### config.mk
export PLATFORM = sky130hd
export DESIGN_NAME = bp_be_prefetch_issuer
export DESIGN_NICKNAME = d
export VERILOG_FILES = /design/src/rtl/bp_be_prefetch_issuer.sv
export SDC_FILE = /design/constraint.sdc
export NUM_CORES = 1
export LEC_CHECK = 0
export BUFFER_PORTS_ARGS = -buffer_cell sky130_fd_sc_hd__clkbuf_2
export CAP_MARGIN = 0
export CORE_ASPECT_RATIO = 1.5
export CORE_MARGIN = 4
export CORE_UTILIZATION = 45
export CTS_CLUSTER_DIAMETER = 30
export DETAILED_ROUTE_END_ITERATION = 16
export GPL_TIMING_DRIVEN = 0
export RECOVER_POWER = 25
export SLEW_MARGIN = 20
export SYNTH_ARGS = -nofsm -noshare
export SYNTH_HDL_FRONTEND = slang
export SYNTH_SLANG_ARGS = --single-unit
### constraint.sdc
create_clock -name clk_i -period 7.75 [get_ports clk_i]
set_input_delay 0.3875 -clock clk_i [delete_from_list [all_inputs] [get_ports clk_i]]
set_output_delay 0.3875 -clock clk_i [all_outputs]
set_load 0.1 [all_outputs]
### src/rtl/bp_be_prefetch_issuer.sv
// Stride prefetch issuer: turns a confirmed striding load into up to degree_p
// line-aligned prefetches, filtered against recent lines and bounded to the base page.
module bp_be_prefetch_issuer #(
  parameter int vaddr_width_p        = 39,
  parameter int stride_width_p       = 8,
  parameter int degree_p             = 4,
  parameter int filter_els_p         = 4,
  parameter int block_offset_width_p = 6,
  parameter int page_offset_width_p  = 12
) (
  input  logic                      clk_i,
  input  logic                      reset_n_i,
  input  logic                      confirm_v_i,
  input  logic [vaddr_width_p-1:0]  addr_i,
  input  logic [stride_width_p-1:0] stride_i,
  output logic                      trigger_ready_o,
  output logic                      pf_v_o,
  output logic [vaddr_width_p-1:0]  pf_addr_o,
  input  logic                      pf_ready_i,
  output logic [15:0]               issued_count_o,
  output logic [15:0]               dropped_count_o
);

  localparam int VA = vaddr_width_p;
  localparam int BO = block_offset_width_p;
  localparam int PO = page_offset_width_p;
  localparam int LW = VA - BO;
  localparam int KW = $clog2(degree_p + 1);
  localparam int PW = (filter_els_p > 1) ? $clog2(filter_els_p) : 1;

  typedef enum logic [1:0] {S_IDLE, S_CALC, S_ISSUE} state_e;

  state_e            r_state, w_state_nxt;
  logic [LW-1:0]     r_base_line;
  logic [VA-1:0]     r_stride;
  logic [VA-1:0]     r_cur;
  logic [KW-1:0]     r_k;
  logic [LW-1:0]     r_pf_line;
  logic [LW-1:0]     r_filt [filter_els_p];
  logic [filter_els_p-1:0] r_filt_v;
  logic [PW-1:0]     r_ptr;
  logic [15:0]       r_issued;
  logic [15:0]       r_dropped;

  logic [VA-1:0]     w_cur_nxt;
  logic [KW-1:0]     w_k_nxt;
  logic              w_last;
  logic              w_page_cross;
  logic              w_filt_hit;
  logic              w_skip;
  logic              w_accept;
  logic              w_handshake;

  assign w_accept    = (r_state == S_IDLE) && confirm_v_i && (stride_i != '0);
  assign w_handshake = (r_state == S_ISSUE) && pf_ready_i;
  assign w_cur_nxt   = r_cur + r_stride;
  assign w_k_nxt     = r_k + KW'(1);
  assign w_last      = (w_k_nxt == KW'(degree_p));
  // Page comparison uses the full base page since r_base_line keeps all bits above the line offset.
  assign w_page_cross = (w_cur_nxt[VA-1:PO] != r_base_line[LW-1:PO-BO]);

  always_comb begin
    w_filt_hit = 1'b0;
    for (int unsigned i = 0; i < filter_els_p; i++) begin
      if (r_filt_v[i] && (r_filt[i] == w_cur_nxt[VA-1:BO])) w_filt_hit = 1'b1;
    end
  end

  assign w_skip = (w_cur_nxt[VA-1:BO] == r_base_line) || w_filt_hit;

  // State register
  always_ff @(posedge clk_i or negedge reset_n_i) begin
    if (!reset_n_i) r_state <= S_IDLE;
    else            r_state <= w_state_nxt;
  end

  // Next-state logic
  always_comb begin
    w_state_nxt = r_state;
    unique case (r_state)
      S_IDLE:  if (w_accept) w_state_nxt = S_CALC;
      S_CALC: begin
        if (w_page_cross)  w_state_nxt = S_IDLE;
        else if (w_skip)   w_state_nxt = w_last ? S_IDLE : S_CALC;
        else               w_state_nxt = S_ISSUE;
      end
      S_ISSUE: if (pf_ready_i) w_state_nxt = (r_k == KW'(degree_p)) ? S_IDLE : S_CALC;
      default: w_state_nxt = S_IDLE;
    endcase
  end

  // Outputs
  always_comb begin
    trigger_ready_o = (r_state == S_IDLE);
    pf_v_o          = (r_state == S_ISSUE);
    pf_addr_o       = {r_pf_line, {BO{1'b0}}};
    issued_count_o  = r_issued;
    dropped_count_o = r_dropped;
  end

  always_ff @(posedge clk_i or negedge reset_n_i) begin
    if (!reset_n_i) begin
      r_base_line <= '0;
      r_stride    <= '0;
      r_cur       <= '0;
      r_k         <= '0;
      r_pf_line   <= '0;
      r_filt_v    <= '0;
      r_ptr       <= '0;
      r_issued    <= '0;
      r_dropped   <= '0;
      for (int unsigned i = 0; i < filter_els_p; i++) r_filt[i] <= '0;
    end else begin
      if (w_accept) begin
        r_base_line <= addr_i[VA-1:BO];
        r_stride    <= {{(VA-stride_width_p){stride_i[stride_width_p-1]}}, stride_i};
        r_cur       <= addr_i;
        r_k         <= '0;
      end
      if (r_state == S_CALC) begin
        r_cur <= w_cur_nxt;
        r_k   <= w_k_nxt;
        if (!w_page_cross && !w_skip) r_pf_line <= w_cur_nxt[VA-1:BO];
      end
      if (w_handshake) begin
        r_filt[r_ptr]   <= r_pf_line;
        r_filt_v[r_ptr] <= 1'b1;
        r_ptr           <= (r_ptr == PW'(filter_els_p - 1)) ? '0 : r_ptr + PW'(1);
        if (r_issued != '1) r_issued <= r_issued + 16'd1;
      end
      if (confirm_v_i && (r_state != S_IDLE) && (r_dropped != '1))
        r_dropped <= r_dropped + 16'd1;
    end
  end

endmodule

-- Word level (Yosys, flattened, before mapping)
Index checks and enable logic that the tools add are counted.
- $lt $le $gt $ge: 4
- reduce and logical (&&, ||, !) cells: 22
- equality and inequality tests: 15
- multiplexer cells: 21
- bitwise operators: 2
- add/subtract/negate cells: 5
- operators with widths (cell ; number):
    == test 33 bit ; 5
    bitwise mux 132 bit ; 1
    two-way mux 39 bit ; 2
    demux 33 bit (select 2 bit) ; 1
    adder 39 bit ; 1
    two-way mux 33 bit ; 1
    adder 16 x 1 -> 16 bit, second input constant ; 2
    inequality test 16 bit, second input constant ; 2
    inequality test 27 bit ; 1
    logical AND 1 bit ; 12
    two-way mux 2 bit ; 5
    nonzero test 8 bit ; 1
    two-way mux 1 bit ; 7
    == test 3 bit, second input constant ; 2
    two-way mux 3 bit ; 2
    one-hot mux 2 bit (3 select lines) ; 1
    AND reduction 2 bit ; 3
    == test 2 bit, second input constant ; 2
    inequality test 2 x 1 -> 1 bit, second input constant ; 2
    OR 4 bit ; 1
    nonzero test 2 bit ; 2
    adder 3 x 1 -> 3 bit, second input constant ; 1
    >= comparator 3 bit, second input constant ; 1
    less-than comparator 2 x 3 -> 1 bit, second input constant ; 1
    other kinds (9) ; 10
- bits of input ports: 51
- output and inout bits: 73
- word-level logic and storage cells: 83
- register bits after elaboration: 288

-- Logic depth before layout (Yosys ltp)
Gate-level depths: netlist of the first run.
- depth in word-level cells: 11
- gate-level depth with buffers: 19
- depth with buffers taken out: 16

-- Least setup slack after synthesis of the first run
OpenSTA, ideal clock, no wires.
- path kind: register to register
- start: register, netlist name r_stride[7]
- end: register r_pf_line[0]
- period minus slack after synthesis: 5135 ps
- arrival time: 5009 ps
- buffers on the path: 3
- path slack: 2615 ps
- stages on the path, launching flop included: 18
- library setup time: 126 ps
- cell sequence: dfrtp_1 > ha_1 > clkbuf_1 > nand4_1 > a211o_1 > o221a_2 > o21ai_1 > xor2_1 > xor2_1 > nor4_1 > and4_1 > nand4_1 > nor4_2 > nand2_1 > or4b_1 > buf_4 > buf_12 > mux2_4
- word-level cells in the longest chain between the ends: 11
- elaborated cells between the ends (all ways): 20
- classes of those cells: 1 x add/sub; 6 x eq/ne; 4 x mux; 9 x reduce/logical
- RTL lines (what ; line ; RTL):
    adder 39 bit (*) ; 56 ; assign w_cur_nxt = r_cur + r_stride;
    == test 33 bit ; 65 ; if (r_filt_v[i] && (r_filt[i] == w_cur_nxt[VA-1:BO])) w_filt_hit = 1'b1;
    logical AND 1 bit ; 65 ;
    two-way mux 1 bit (4 in series) ; 65 ;
    logical OR 1 bit ; 69 ; assign w_skip = (w_cur_nxt[VA-1:BO] == r_base_line) || w_filt_hit;
    zero test 1 bit ; 123 ; if (!w_page_cross && !w_skip) r_pf_line <= w_cur_nxt[VA-1:BO];
    logical AND 1 bit (*) ; 123 ;
    AND reduction 2 bit (no source line) (*) ; -- ;
    end signal, assigned ; 123 ;
    end, declared ; 38 ; logic [LW-1:0] r_pf_line;
Mark *: on every way between the ends. The rest lies on a longest branch, timed or not.
A chain may end at the register's enable or synchronous reset.

-- Worst setup path after layout of the first run
- start: register, netlist name r_stride[7]
- end: register r_pf_line[16]
- word-level cells in the longest chain between the ends: 11
- elaborated cells between the ends (all ways): 20
- classes of those cells: 1 x add/sub; 6 x eq/ne; 4 x mux; 9 x reduce/logical
- RTL lines (what ; line):
    adder 39 bit (*) ; 56
    == test 33 bit ; 65
    logical AND 1 bit ; 65
    two-way mux 1 bit (4 in series) ; 65
    logical OR 1 bit ; 69
    zero test 1 bit ; 123
    logical AND 1 bit ; 123
    AND reduction 2 bit (no source line) ; --
Marks and branches as above.

==> Implementation_results.wiki, run 1 <==
{| class="wikitable"
! Metric !! Value
|-
| Status || finished, violations left
|-
| Failing checks || max-capacitance violations, max-slew violations
|-
| Total die area || 44580 um^2
|-
| Reg2reg setup slack || 0.52 ns
|-
| Synthesized flop and latch total || 288
|-
| Initial antenna violation count || 0
|-
| Compound-gate portion of the synthesized area || 13.78%
|-
| Max Fclk || 0.1383 GHz
|-
| Multiplexer area fraction after synthesis || 13.06%
|-
| Max clock buf depth || 3
|-
| Final HPWL from detailed placement || 56.65 mm
|-
| Path depth of the worst reg2reg path || 15
|-
| Hold depth || 2
|-
| Flip-flop cell with the highest count after synthesis || dfrtp_1
|-
| Core Footprint || 40430 um^2
|-
| Arrival time at the worst endpoint || 7.71 ns
|-
| RSZ-0062 raised after global routing || no
|-
| Setup clock skew after layout || 0.02380 ns
|-
| TritonCTS Buffers || 57
|-
| Filler-free cell count of the finished design || 2605
|-
| Global-route usage over all layers || 31.26%
|-
| Count of buffers added by post-CTS timing repair for setup || 0
|-
| Startpoint class of the critical path || flip-flop
|-
| Clock network latency to the later pin of the worst-skew pair || 0.61 ns
|-
| Number of clock sinks || 288
|-
| Number of port buffers || 117
|-
| Root buffer cell || clkbuf_16
|-
| Mapped Avg Cell Area || 9.942 um^2
|-
| Synthesized cell area || 18540 um^2
|-
| Post-synthesis share of cell area spent on and, or, nand and nor gates || 16.70%
|-
| Final Slew Violations || 36
|-
| Highest fanout seen on the critical path || 34
|-
| Unique masters post-synth || 93
|-
| Iteration-0 DRC count of the detailed router || 1334
|-
| Detailed-route wire length || 71.10 mm
|-
| Placed Cells || 2497
|-
| WS Path Type || flip-flop to flip-flop
|-
| Async S/R FF share, synth || 100.0%
|-
| Dominant combinational cell family by area after synthesis || simple AND/OR/NAND/NOR gates
|-
| I/O pin cnt || 124
|-
| Total count of hold-check failures in the final report || 0
|-
| Effective utilization at floorplan || 45.87%
|-
| Die Y-Extent || 256.6 um
|-
| Row cnt || 90
|-
| Largest net degree at the start of global routing || 93
|-
| Post-route minimum period || 7.231 ns
|-
| EDFF count, synth || 0
|-
| Yosys synthesis warning count || 0
|-
| Antenna diode instance count || 0
|-
| CTS clock-pin slew for the worst setup and hold paths || 0.05 ns
|-
| Sequential fraction of the synthesis area || 38.87%
|-
| # H-tree levels || 2
|-
| Required time at the worst-slack endpoint || 8.23 ns
|-
| Die outline width || 173.7 um
|-
| Average wire per standard cell || 27.29 um
|-
| Number of setup violations in the final report || 0
|-
| Worst Tran Pin Value || 2.474 ns
|-
| Total DRC errors in the routed layout || 0
|-
| Filler cell count || 3682
|-
| Global-route congestion overflow total || 0
|-
| Final design area excluding fillers || 21990 um^2
|-
| CTS tree || built
|-
| Count of maximum capacitance violations || 1
|-
| Multi-input gate area in the final layout || 10900 um^2
|-
| Adder-cell area share of the yosys netlist || 3.280%
|-
| Post-route antenna net violation count || 0
|-
| Net total in the final layout || 2151
|-
| Number of global-route vias before repair || 15960
|-
| Drt first pass iters || 8
|-
| Cell area reported after detailed placement || 19960 um^2
|-
| Fraction of final layout cells with drive strength greater than 1 || 23.15%
|-
| Fin util || 54.39%
|-
| Crit. End Element || flip-flop
|-
| Vias after detailed routing || 15880
|-
| Via density per instance || 6.096
|-
| Hold Crit Class || primary input to flip-flop
|-
| Synth Instances || 1865
|-
| Weighted congestion at the end of routability-driven global placement || 1.053
|-
| Area delta synth->final || 18.58%
|-
| Post-Synth XOR/XNOR Area || 11.43%
|-
| Global-route wire length before repair || 105.1 mm
|-
| Flip-flop and latch area || 7208 um^2
|-
| Part of the cycle the worst path needs || 93.31%
|-
| Worst max-slew margin expressed relative to the limit || -64.95%
|-
| Total of cells resized after clock tree synthesis || 0
|}
## registers in the layout, indices dropped and copies added, names as in the netlist
register,flops
r_filt,132
r_cur,39
r_base_line,33
r_pf_line,33
dropped_count_o,16
issued_count_o,16
r_stride,8
r_filt_v,4
r_k,3
r_ptr,2
r_state,2
## repair_timing
action | in CTS | in global routing
setup endpoints to repair | 0 | 0
endpoints found under the hold margin | 36 | 0
hold buffers | 2 | 0
## cell type report
type / instances / area share, %
multi-input combinational: 1466 / 49.58
sequential: 288 / 32.78
clock buffer: 69 / 6.971
timing repair buffer: 123 / 3.175
tap: 506 / 2.879
clock inverter: 37 / 2.197
buffer: 92 / 2.003
inverter: 24 / 0.4097
## per-stage QoR
step	hold WS [ns]	setup WS (ns)	setup TNS, ns
2_1_floorplan	0.09191	2.615	0
3_3_place_gp	0.4482	-0.06596	-0.5951
3_5_place_dp	0.3441	0.7497	0
4_1_cts	0.02313	0.7392	0
5_1_grt	0.04202	0.4535	0
6_report	0.04418	0.5188	0
## per-layer routing
layer	vias to the layer above	GRT usage, %	share of wire, %
met5	-	0	0
met4	0	17.85	7.1
met3	187	3.728	4.8
met2	577	54.09	49
met1	7874	37.54	39
li1	7243	-	-
## placed cells by master, fill, tap and decap left out, types with 12 or more instances in the layout
master,netlist,routed
dfrtp_1,288,287
mux2_2,176,176
nand2_1,162,162
xnor2_1,125,116
clkbuf_2,0,116
a21oi_1,113,113
nor2_1,107,107
xor2_1,77,76
clkbuf_1,65,73
o21ai_0,70,70
nor3_1,60,60
clkbuf_16,0,58
nand4_1,51,51
ha_1,47,47
nand3_1,44,44
and3_1,36,36
nor4_1,33,33
inv_1,24,24
mux2_4,23,23
o21ai_1,17,16
o211ai_1,15,15
o21a_1,15,15
nand2b_1,14,14
a2111oi_0,14,14
and2_1,13,13
a31oi_1,13,13
a21o_1,12,12
o2111ai_1,12,12
nor3b_1,12,12
xnor3_1,12,12
## synthesized netlist by cell type (10+ instances only)
| cell type | number | area (um^2) |
|---|---|---|
| o21ai_1 | 17 | 85.08 |
| and2_1 | 13 | 81.33 |
| o2111ai_1 | 12 | 105.1 |
| a31oi_1 | 13 | 81.33 |
| nand2b_1 | 14 | 87.58 |
| or3_1 | 11 | 68.82 |
| a21oi_1 | 113 | 565.5 |
| o21a_1 | 15 | 112.6 |
| ha_1 | 47 | 588.1 |
| xnor3_1 | 12 | 270.3 |
| a211oi_1 | 11 | 82.58 |
| o22a_1 | 11 | 96.34 |
| o21ai_0 | 70 | 350.3 |
| nand4_1 | 51 | 319.1 |
| clkbuf_1 | 65 | 244.0 |
| nand3_1 | 44 | 220.2 |
| xnor2_1 | 125 | 1095 |
| inv_1 | 24 | 90.09 |
| mux2_4 | 23 | 345.3 |
| and3_1 | 36 | 225.2 |
| a21o_1 | 12 | 90.09 |
| nor4_1 | 33 | 206.5 |
| xor2_1 | 77 | 674.4 |
| mux2_2 | 176 | 1982 |
| o31ai_1 | 11 | 82.58 |
| dfrtp_1 | 288 | 7207 |
| o211ai_1 | 15 | 112.6 |
| nor2_1 | 107 | 401.6 |
| buf_2 | 11 | 55.05 |
| a2111oi_0 | 14 | 122.6 |
| nand2_1 | 162 | 608.1 |
| nor3b_1 | 12 | 90.09 |
| nor3_1 | 60 | 300.3 |
| nor2b_1 | 10 | 62.56 |
## kinds of logic (layout without fill, tap and decap cells)
group                    after synthesis  count (layout)
multiplexers                         208             208
AO/OA/AOI/OAI                        383             383
other                                  1               6
flip-flops                           288             288
XOR/XNOR                             218             218
adder cells (fa/ha/maj)               48              48
buffers and inverters                116             345
AND/OR/NAND/NOR                      603             603
## worst max-delay path, stage by stage, from the launching register on
cell	delay [ns]
dfrtp_2	0.88
ha_1	0.25
clkbuf_1	0.54
nand2_1	0.23
nor4_1	0.75
nand2_1	0.12
o221ai_1	0.60
nor2_2	0.31
xnor3_1	0.26
nor4_1	0.20
and4_1	0.31
nand4_1	0.13
nor4_2	1.03
nand2_1	0.71
nor3_1	0.37
mux2_2	0.37
## path summary, 6_finish.rpt
path	endpoint	startpoint
max	r_pf_line[16]$_DFFE_PN0P_	r_stride[7]$_DFFE_PN0P_
min	r_stride[0]$_DFFE_PN0P_	stride_i[0]
max reg2reg	r_pf_line[16]$_DFFE_PN0P_	r_stride[7]$_DFFE_PN0P_
min reg2reg	r_filt_v[0]$_DFFE_PN0P_	r_filt_v[0]$_DFFE_PN0P_
max in group asynchronous	r_filt[90]$_DFFE_PN0P_	reset_n_i
min in group asynchronous	r_base_line[30]$_DFFE_PN0P_	reset_n_i
Power of run 1 is left out: the tool's default activity adds up to more than one toggle a clock period on the data nets, which glitch-free logic cannot reach.
==> inputs of run 2 (changes only) <==
--- a/config.mk
+++ b/config.mk
@@ -7,12 +7,15 @@
 export LEC_CHECK = 0
 export BUFFER_PORTS_ARGS = -buffer_cell sky130_fd_sc_hd__clkbuf_2
 export CAP_MARGIN = 0
+export CELL_PAD_IN_SITES_DETAIL_PLACEMENT = 1
+export CELL_PAD_IN_SITES_GLOBAL_PLACEMENT = 2
 export CORE_ASPECT_RATIO = 1.5
 export CORE_MARGIN = 4
-export CORE_UTILIZATION = 45
+export CORE_UTILIZATION = 43
 export CTS_CLUSTER_DIAMETER = 30
 export DETAILED_ROUTE_END_ITERATION = 16
 export GPL_TIMING_DRIVEN = 0
+export PLACE_DENSITY_LB_ADDON = 0.1
 export RECOVER_POWER = 25
 export SLEW_MARGIN = 20
 export SYNTH_ARGS = -nofsm -noshare
==> Implementation_results.wiki, run 2 (synthesis results as in run 1) <==
{| class="wikitable"
! Metric !! Value
|-
| Number of clock sinks || 288 (unchanged)
|-
| Max clock buf depth || 3 (unchanged)
|-
| Drt first pass iters || 5 (-3)
|-
| Total count of hold-check failures in the final report || 0 (unchanged)
|-
| Cell type group with the largest total delay on the critical path || compound AO/OA/AOI/OAI gates
|-
| Final Slew Violations || 208 (+480%)
|-
| Total die area || 46570 um^2 (+4.5%)
|-
| Required time at the worst-slack endpoint || 8.24 ns (about the same)
|-
| WS Path Type || flip-flop to flip-flop
|-
| I/O pin cnt || 124 (unchanged)
|-
| Via density per instance || 6.076 (-0.34%)
|-
| Core Footprint || 42360 um^2 (+4.8%)
|-
| Number of global-route vias before repair || 17410 (+9.1%)
|-
| Number of port buffers || 117 (unchanged)
|-
| Startpoint class of the critical path || flip-flop
|-
| Final design area excluding fillers || 22110 um^2 (+0.56%)
|-
| Arrival time at the worst endpoint || 7.50 ns (-0.21 ns)
|-
| Commonest non-fill, non-tap cell in the layout || dfrtp_1
|-
| Clock network latency to the later pin of the worst-skew pair || 0.60 ns (about the same)
|-
| Total DRC errors in the routed layout || 0 (unchanged)
|-
| Worst path cell trace || ha_1 > clkbuf_1 > nand4_1 > a2111oi_0 > nor3_1 > xnor2_1 > xnor2_1 > nand2_1 > nor4_1 > nand4b_1 > or4_1 > o21ai_1 > o21ai_0 > a21oi_1
|-
| Worst max-slew margin expressed relative to the limit || -198.4% (-130 points)
|-
| Final HPWL from detailed placement || 60.94 mm (+7.6%)
|-
| Hold slack || 0.04181 ns (-0.002373 ns)
|-
| Detailed-route wire length || 77.62 mm (+9.2%)
|-
| Cell area reported after detailed placement || 20050 um^2 (+0.46%)
|-
| Count of buffers added by post-CTS timing repair for setup || 0 (unchanged)
|-
| Quantity of hold-fixing buffers added after cts || 1 (-1)
|-
| Status || finished, violations left
|-
| CTS clock-pin slew for the worst setup and hold paths || 0.05 ns (about the same)
|-
| Average wire per standard cell || 29.11 um (+6.7%)
|-
| Largest net degree at the start of global routing || 87 (-6.5%)
|-
| Setup TNS Final || 0 ns (unchanged)
|-
| Hold Crit Class || primary input to flip-flop
|-
| Part of the cycle the worst path needs || 90.47% (-2.8 points)
|-
| Global-route usage over all layers || 32.85% (+1.6 points)
|-
| Iteration-0 DRC count of the detailed router || 1034 (-22%)
|-
| Row cnt || 92 (+2.2%)
|-
| Filler cell count || 4783 (+30%)
|-
| Number of buffers and inverters on the critical path || 1 (unchanged)
|-
| Fraction of final layout cells with drive strength greater than 1 || 23.12% (-0.033 points)
|-
| Fin util || 52.19% (-2.2 points)
|-
| Net total in the final layout || 2152 (+0.046%)
|-
| Highest routing layer actually used || met4
|-
| Setup clock skew after layout || 0.01670 ns (-0.007097 ns)
|-
| Post-route antenna net violation count || 0 (unchanged)
|-
| Library cell appearing most often on the critical path || xnor2_1
|-
| Die outline width || 177.6 um (+2.2%)
|-
| Highest fanout seen on the critical path || 34 (unchanged)
|-
| # H-tree levels || 2 (unchanged)
|-
| Sum of met3 wire segment lengths after detailed routing || 2.943 mm (-13%)
|-
| RSZ-0062 raised after global routing || no
|-
| Global-route wire length before repair || 114.5 mm (+8.9%)
|-
| Max FFs per register || 132 (unchanged)
|-
| Count of maximum capacitance violations || 3 (+2)
|-
| Met1 WL || 30.03 mm (+8.7%)
|-
| Cell at the slowest stage of the critical path || xnor2_1
|-
| Total of cells resized after clock tree synthesis || 0 (unchanged)
|-
| Number of setup violations in the final report || 0 (unchanged)
|-
| Vias after detailed routing || 16200 (+2.0%)
|-
| Initial antenna violation count || 0 (unchanged)
|-
| Antenna diode instance count || 0 (unchanged)
|-
| Die Y-Extent || 262.3 um (+2.2%)
|-
| Met2 layer wire length in the routed design || 39.58 mm (+13%)
|-
| Failing checks || max-capacitance violations, max-slew violations
|-
| Worst stage delay on the critical path || 0.96 ns (-0.07 ns)
|-
| Area delta synth->final || 19.25%
|-
| Global-route congestion overflow total || 0 (unchanged)
|-
| Weighted congestion at the end of routability-driven global placement || 0.9707 (-7.8%)
|-
| Post-route minimum period || 7.011 ns (-0.2200 ns)
|-
| Root buffer cell || clkbuf_16
|-
| Worst Tran Pin Value || 4.476 ns (+2.001 ns)
|-
| Effective utilization at floorplan || 43.77% (-2.1 points)
|-
| Commonest cells after routing, fill and taps aside || dfrtp_1 (287), mux2_2 (176), nand2_1 (162)
|-
| TritonCTS Buffers || 59 (+3.5%)
|-
| Crit. End Element || flip-flop
|-
| Biggest registers after layout || r_filt x132, r_cur x39
|-
| Max Fclk || 0.1426 GHz (+3.1%)
|-
| CTS tree || built
|-
| Largest reg by FF count || r_filt
|}
run 2: path summary, 6_finish.rpt:
| check | depth (start not counted) | start | end | slack [ns] |
|---|---|---|---|---|
| worst max-delay path | 14 | r_stride[7]$_DFFE_PN0P_ | r_state[0]$_DFFE_PN0P_ | 0.74 |
| worst min-delay path | 2 | addr_i[38] | r_base_line[32]$_DFFE_PN0P_ | 0.04 |
| worst max register to register | 14 | r_stride[7]$_DFFE_PN0P_ | r_state[0]$_DFFE_PN0P_ | 0.74 |
| worst min register to register | 1 | r_filt_v[0]$_DFFE_PN0P_ | r_filt_v[0]$_DFFE_PN0P_ | 0.48 |
| max in group asynchronous | 3 | reset_n_i | r_pf_line[11]$_DFFE_PN0P_ | 1.53 |
| min in group asynchronous | 2 | reset_n_i | r_base_line[23]$_DFFE_PN0P_ | 1.02 |
run 2: stage by stage:
step	cells	setup WS [ns]
after detailed placement	2555	0.8825
after global routing	2666	0.3817
final	2666	0.7388
after floorplan	1870	2.615
after global placement	2551	-0.1885
after CTS	2666	0.8845
run 2: worst register-to-register path, cell delays in order (launching register included):
cell and delay [ns]:
dfrtp_2 0.87, ha_1 0.26, clkbuf_1 0.31, nand4_1 0.27
a2111oi_0 0.74, nor3_1 0.32, xnor2_1 0.96, xnor2_1 0.30
nand2_1 0.11, nor4_1 0.38, nand4b_1 0.13, or4_1 0.57
o21ai_1 0.86, o21ai_0 0.47, a21oi_1 0.34
run 2: final cells by class:
type	instances	area [um^2]	area share [%]
Buffer	92	440.4	1.992
Tap cell	564	705.7	3.192
Clock buffer	77	1655	7.487
Clock inverter	33	446.7	2.020
Sequential cell	288	7208	32.60
Multi-Input combinational cell	1466	10910	49.36
Timing Repair Buffer	122	650.6	2.943
Inverter	24	90.09	0.4074
run 2: routing by layer:
layer	global-route usage [%]	up-vias
li1	-	7219
met1	38.18	8322
met2	58.69	483
met3	3.526	174
met4	17.51	0
met5	0	-
Power of run 2 is left out for the same reason.
